**config.mk**
```make
export PLATFORM = sky130hd
export DESIGN_NAME = mul_share_ctrl
export DESIGN_NICKNAME = d
export VERILOG_FILES = /design/src/rtl/mul_share_ctrl.sv
export SDC_FILE = /design/constraint.sdc
export NUM_CORES = 1
export LEC_CHECK = 0
export ABC_CLOCK_PERIOD_IN_PS = 5400
export CAP_MARGIN = 20
export CORE_MARGIN = 4
export CORE_UTILIZATION = 64
export CTS_CLUSTER_DIAMETER = 100
export DETAILED_ROUTE_END_ITERATION = 12
export DONT_BUFFER_PORTS = 1
export GPL_TIMING_DRIVEN = 1
export HOLD_SLACK_MARGIN = 0.08
export PLACE_DENSITY_LB_ADDON = 0.15
export SLEW_MARGIN = 10
export SYNTH_ARGS = -nofsm -noshare
export SYNTH_HDL_FRONTEND = slang
export SYNTH_SLANG_ARGS = --single-unit
```
**constraint.sdc**
```tcl
create_clock -name CLK -period 5.4 [get_ports CLK]
set_clock_uncertainty 0.05 [all_clocks]
set_input_delay 1.08 -clock CLK [delete_from_list [all_inputs] [get_ports CLK]]
set_output_delay 1.08 -clock CLK [all_outputs]
set_load 0.03 [all_outputs]
```
**src/rtl/mul_share_ctrl.sv**
```systemverilog
// Shared shift-add multiplier arbitrating two requesters round-robin, one job in flight.
// Latency: grant edge to out_valid edge spans WIDTH+1 rising edges; job-to-job spacing WIDTH+2 cycles.
// Backpressure: requesters hold req/a/b until their gnt pulse; requests seen outside IDLE wait.
module mul_share_ctrl #(
    parameter int WIDTH = 8
) (
    input  logic                 CLK,
    input  logic                 reset,
    input  logic                 req0,
    input  logic [WIDTH-1:0]     a0,
    input  logic [WIDTH-1:0]     b0,
    input  logic                 req1,
    input  logic [WIDTH-1:0]     a1,
    input  logic [WIDTH-1:0]     b1,
    output logic                 gnt0,
    output logic                 gnt1,
    output logic                 busy,
    output logic [2*WIDTH-1:0]   out,
    output logic                 out_valid,
    output logic                 out_id
);

    localparam int CW = (WIDTH > 1) ? $clog2(WIDTH) : 1;
    localparam logic [CW-1:0] CNT_LAST = CW'(WIDTH - 1);

    typedef enum logic [1:0] {
        S_IDLE = 2'd0,
        S_CALC = 2'd1,
        S_DONE = 2'd2
    } state_t;

    state_t               state, state_nxt;
    logic [CW-1:0]        cnt, cnt_nxt;
    logic [2*WIDTH-1:0]   mcand, mcand_nxt;
    logic [WIDTH-1:0]     mplier, mplier_nxt;
    logic [2*WIDTH-1:0]   acc, acc_nxt;
    logic [2*WIDTH-1:0]   sum;
    logic                 last, last_nxt;
    logic                 win;
    logic                 gnt0_nxt, gnt1_nxt, busy_nxt, out_valid_nxt, out_id_nxt;
    logic [2*WIDTH-1:0]   out_nxt;

    // Partial-product step; on the final count this is the finished product.
    assign sum = acc + (mplier[0] ? mcand : '0);

    // Ties go to whoever was not served last; a lone request always wins.
    assign win = (req0 && req1) ? ~last : req1;

    always_comb begin
        state_nxt     = state;
        cnt_nxt       = cnt;
        mcand_nxt     = mcand;
        mplier_nxt    = mplier;
        acc_nxt       = acc;
        last_nxt      = last;
        gnt0_nxt      = 1'b0;
        gnt1_nxt      = 1'b0;
        out_valid_nxt = 1'b0;
        out_nxt       = out;
        out_id_nxt    = out_id;

        case (state)
            S_IDLE: begin
                if (req0 || req1) begin
                    mcand_nxt  = {{WIDTH{1'b0}}, (win ? a1 : a0)};
                    mplier_nxt = win ? b1 : b0;
                    acc_nxt    = '0;
                    cnt_nxt    = '0;
                    gnt0_nxt   = ~win;
                    gnt1_nxt   = win;
                    out_id_nxt = win;
                    last_nxt   = win;
                    state_nxt  = S_CALC;
                end
            end
            S_CALC: begin
                acc_nxt    = sum;
                mcand_nxt  = mcand << 1;
                mplier_nxt = mplier >> 1;
                cnt_nxt    = cnt + 1'b1;
                if (cnt == CNT_LAST) begin
                    cnt_nxt       = '0;
                    out_nxt       = sum;
                    out_valid_nxt = 1'b1;
                    state_nxt     = S_DONE;
                end
            end
            S_DONE: begin
                state_nxt = S_IDLE;
            end
            default: begin
                state_nxt = S_IDLE;
            end
        endcase

        busy_nxt = (state_nxt != S_IDLE);
    end

    always_ff @(posedge CLK) begin
        if (reset) begin
            state     <= S_IDLE;
            cnt       <= '0;
            mcand     <= '0;
            mplier    <= '0;
            acc       <= '0;
            last      <= 1'b1;
            gnt0      <= 1'b0;
            gnt1      <= 1'b0;
            busy      <= 1'b0;
            out       <= '0;
            out_valid <= 1'b0;
            out_id    <= 1'b0;
        end else begin
            state     <= state_nxt;
            cnt       <= cnt_nxt;
            mcand     <= mcand_nxt;
            mplier    <= mplier_nxt;
            acc       <= acc_nxt;
            last      <= last_nxt;
            gnt0      <= gnt0_nxt;
            gnt1      <= gnt1_nxt;
            busy      <= busy_nxt;
            out       <= out_nxt;
            out_valid <= out_valid_nxt;
            out_id    <= out_id_nxt;
        end
    end

endmodule

```
Word-level counts from Yosys, hierarchy flattened:

Index checks and enable logic that the tools add are counted.

* register bits after elaboration: 67
* input bits: 36
* output and inout bits: 21
* word-level logic and storage cells: 49

* $add $sub $neg: 2
* equal/unequal tests: 3
* multiplexer cells: 17
* bitwise logic cells: 5
* reductions and logical operators: 10

Operators by type and width (number)
* $pmux W16 S2: 2
* $mux W16: 3
* $mux W8: 3
* $add A16 B16 Y16: 1
* $pmux W8 S2: 1
* $mux W3: 2
* $pmux W3 S2: 1
* $reduce_and A2 Y1: 3
* $not A1 Y1: 5
* $mux W2: 2
* $pmux W2 S2: 1
* $reduce_bool A2 Y1: 2
* $add A3 B1 Y3 const B: 1
* $eq A3 B3 Y1 const B: 1
* $reduce_or A3 Y1: 1
* $eq A2 B1 Y1 const B: 1
* $logic_not A2 Y1: 1
* $mux W1: 2
* $ne A2 B2 Y1 const B: 1
* $reduce_or A2 Y1: 1
* $logic_and A1 B1 Y1: 1
* $logic_or A1 B1 Y1: 1

Logic depth before layout (Yosys ltp):

* word-level depth: 5
* gate-level depth with buffers: 10
* mapped depth without buffers: 9

Worst setup path after synthesis:

OpenSTA, ideal clock, no wires.

* path kind: input port to flip-flop
* start point: in req1
* end point: reg mcand[2]
* library setup time: 0.128 ns
* data arrival time: 2.366 ns
* required time: 5.222 ns
* path slack: 2.857 ns
* stages on the path: 5
* path buffers: 1
* cell sequence: a21boi_2 buf_2 mux2_2 a222oi_1 nor2_1

* cells in the longest elaborated chain, start to end: 5
* elaborated cells between the ends (all ways): 8
* classes of those cells: eq/ne: 1; mux: 4; reduce/logical: 3

Ends and longest elaborated chain
* start: declaration: RTL line 12 `input logic req1,`
* $logic_and A1 B1 Y1: RTL line 47 `assign win = (req0 && req1) ? ~last : req1;`
* $mux W1: RTL line 47
* $mux W8: RTL line 65 `mcand_nxt = {{WIDTH{1'b0}}, (win ? a1 : a0)};`
* $mux W16: RTL line 64 `if (req0 || req1) begin`
* $pmux W16 S2: RTL line 62 `case (state)`
* end signal: assignment: RTL line 116 `mcand <= mcand_nxt;`
* end: declaration: RTL line 34 `logic [2*WIDTH-1:0] mcand, mcand_nxt;`

Several ways; a longest one is shown, not always the timed one. The select of a mux whose other input is x is not followed.
A chain may end at the register's enable or synchronous reset.

Worst setup path in the final report:

* start point: reg mplier[0]
* end point: reg out[10]

* cells in the longest elaborated chain, start to end: 2

Ends and longest elaborated chain
* start: declaration: RTL line 35 `logic [WIDTH-1:0] mplier, mplier_nxt;`
* start signal: assignment: RTL line 117 `mplier <= mplier_nxt;`
* $mux W16: RTL line 44 `assign sum = acc + (mplier[0] ? mcand : '0);`
* $add A16 B16 Y16: RTL line 44
* end signal: assignment: RTL line 123 `out <= out_nxt;`
* end: declaration: RTL line 18 `output logic [2*WIDTH-1:0] out,`

Every way passes these cells.

==> impl_results.md <==
* Area of the core at between 0.005 and 0.006 mm2
* Capturing point of the worst reg2reg path: out[10]
* First-pass GRT wire length at 13.0 mm
* Power Density at 284 mW/mm2
* Xor/xnor share of the synthesized area at 0.0333
* Final Hold Viols at 0
* H-Tree Level Count at 3
* Post-cts sizing count at 0
* Largest net degree at the start of global routing at 59
* Total of max-cap violations at 0
* Yosys reg bits at 67
* Mux share of post-synthesis cell area at 0.0549
* Clock Pin Slew Worst Setup and Hold Paths at 70 ps
* Flop-to-flop setup slack at about 2600 ps
* Seq/Total Area, Yosys at 0.392
* Hold Crit Class: reg2reg
* Share of cells above drive strength 1 at 0.103
* Max Slew Vio Count at 0
* Post-CTS Setup Inserts at 0
* PortBufs at 0
* Synth warnings at 0
* Antenna viol nets, final at 0
* CTS tree: done
* Clock buffer depth at 2
* RSZ-0062 raised after global routing: no
* Clock latency on the worst-skew pair at 350 ps
* Wire length on met2 at 4.05 mm
* WL/cell at 17.3 um
* Mapped Area at 0.00342 mm2
* Status: completed
* Met3 routed WL at between 300 and 400 um
* Overall Global Routing Usage at 0.257
* Initial antenna violation count at 0
* Largest area contributor in the netlist: dfxtp_1
* Critical-path cell list: and2_1 > ha_1 > fa_1 > a21o_1 > a221oi_2 > o21ai_1 > a31oi_1 > xor2_1 > o31ai_1
* WP data arrival at just under 3000 ps
* Mapped Nets at 446
* Rows at 26
* Metal-1 WL at 3.21 mm
* Vias in the first global route at 2759
* Max-slew headroom at 0.419
* Largest fanout on the critical path at 17
* Max IR drop VDD at 0.240 mV
* Post-synthesis adder-cell area fraction at 0.0680
* Synth top area cells: dfxtp_1 39%, ha_1 6.2%, nor2_1 4.9%
* Util after Layout at 0.703
* CP max-delay cell: dfxtp_1
* Clk sinks at 67
* Total Routed Length at slightly below 8 mm
* Endpoint, Worst Hold: acc[14]
* Area Growth Syn to Fin at 5.63%
* Initial Utilization at 0.666
* Number of synthesized flops with an enable pin at 0
* Asr flop ratio synth at 0
* LEAKAGE at 1.45 nW
* Worst setup path start: mplier[0]
* Primary FF master, synth: dfxtp_1
* Number of distinct library cells after synthesis at 49
* HP Start: acc[14]
* Chip height at 81.1 um
* Setup_tns at 0 ps
* Final setup fails at 0
* Vias post-DR at 2883
* Die ar. at 0.00658 mm2
* Num CTS Buffers at 9
* Slowest Stage Delay on Critical Path at 420 ps
* CTS Hold Bufs at 0
* Synth cell count leaders: 67 x dfxtp_1, 45 x nor2_1, 37 x nand2_1
* Crit share post-route at 0.523
* WHS at 418 ps
* Ports at 57
* R2R cell count at 9
* Crit Path Class: reg2reg
* Post-Syn Area per Cell at 8.73 um2
* Worst EP required at 5560 ps
* Buf/Inv on CP at 0
* Vias/cell at 6.41
* Horizontal die dimension at 81.1 um
* CTS root buffer: clkbuf_8
* Startpoint types: register
* Fmax at approximately 350 MHz
* First-pass DRT Iterations at 6
* Cell family with most CP delay: compound AO/OA/AOI/OAI gates
* Total power at 1.03 mW
* Simple-gate share of the synthesized area at 0.195
* Count leader, synth: dfxtp_1
* Main combinational cell family by area after synthesis: compound AO/OA/AOI/OAI gates
* # DRC at 0
* HPWL after DPL at 5.39 mm
* Top-area cell type share of the netlist area at 0.392
* DR iter-0 viols at 210
* Max layer used: met4
* Synth Area in Compound Gates at 0.221
* Worst hold stages at 2
* CP endpoint kind: register
* Diode count at 0
* Final #Nets at 430
* Worst-Margin Slew at about 870 ps
* Worst R2R Start: mplier[0]
* Minimum clock period at 2820 ps
* Synth Instances at 392
* Grt ovf at 0
* GP Congestion at ~0.9
[cell type report]
cell class	count	area, um2
clock buffers	11	151
clock inverters	4	50.0
fillers	433	1530
inverters	2	7.51
multi-input cells	294	1960
flip-flops and latches	67	1340
well taps	70	87.6
repair buffers	2	15.0
[report_power, final]
group          switching (mW)  total, mW  internal [mW]
combinational          0.0435     0.0760         0.0325
clock                   0.190      0.424          0.235
sequential             0.0154      0.525          0.509
total                   0.249       1.03          0.776
[flip-flops by register name, summed over array words and instances (netlist names)]
name / count
last: 1
mcand: 16
gnt1: 1
cnt: 3
mplier: 8
gnt0: 1
acc: 16
out_id: 1
busy: 1
out_valid: 1
out: 16
state: 2
[worst max path at each step]
| stage | to | slack [ps] | depth (start not counted) |
|---|---|---|---|
| after floorplan | mcand[2] | 2860 | 5 |
| after global placement | mplier[0] | 2690 | 4 |
| after detailed placement | acc[14] | 2640 | 9 |
| after CTS | out[10] | 2600 | 9 |
| after global routing | out[10] | 2380 | 9 |
| final | out[10] | 2580 | 9 |
[worst reg2reg max path, delay by kind of cell, from the launching register on]
kind / cells / cell delay [ps]
AND/OR/NAND/NOR: 1 / 210
adder cells (fa/ha/maj): 2 / 610
flip-flops: 1 / 420
AO/OA/AOI/OAI: 5 / 1130
XOR/XNOR: 1 / 270
[per-stage QoR]
step	setup WS, ps	instance area, um2	std cells
after floorplan	2860	3420	392
after global placement	2690	3410	435
after detailed placement	2640	3410	435
after CTS	2600	3610	450
after global routing	2380	3610	450
final	2580	3610	450
[cell usage in the layout (no fill, tap or decap), types with 2 or more instances in the layout]
master / instances
nand3_1: 15
mux2_2: 14
xor2_1: 8
o21ai_1: 7
inv_1: 2
and2_1: 18
a22oi_1: 15
a21oi_1: 22
nand2b_1: 4
clkinvlp_4: 2
ha_1: 17
and3_1: 4
nor4_1: 2
a21o_1: 9
buf_4: 2
a22o_1: 2
o211ai_1: 3
nor2_1: 45
a222oi_1: 14
nor3_1: 7
a31oi_1: 10
o21ai_0: 6
mux2i_1: 3
o2111ai_1: 2
or3_1: 2
nand2_1: 37
nand4_1: 3
dfxtp_1: 67
clkbuf_8: 11
xnor2_1: 5
[per-layer routing]
layer,GRT usage,vias up
met5,0,-
met4,0.125,0
met3,0.0477,16
met2,0.441,92
met1,0.309,1375
li1,-,1400
[logic make-up after synthesis]
kind of cell | after synthesis
xor+xnor | 13
flops | 67
compound gates | 103
fa+ha+maj | 18
simple gates | 143
mux | 17
buf+inv | 31
No activity file was read; power rests on OpenSTA's default activity.
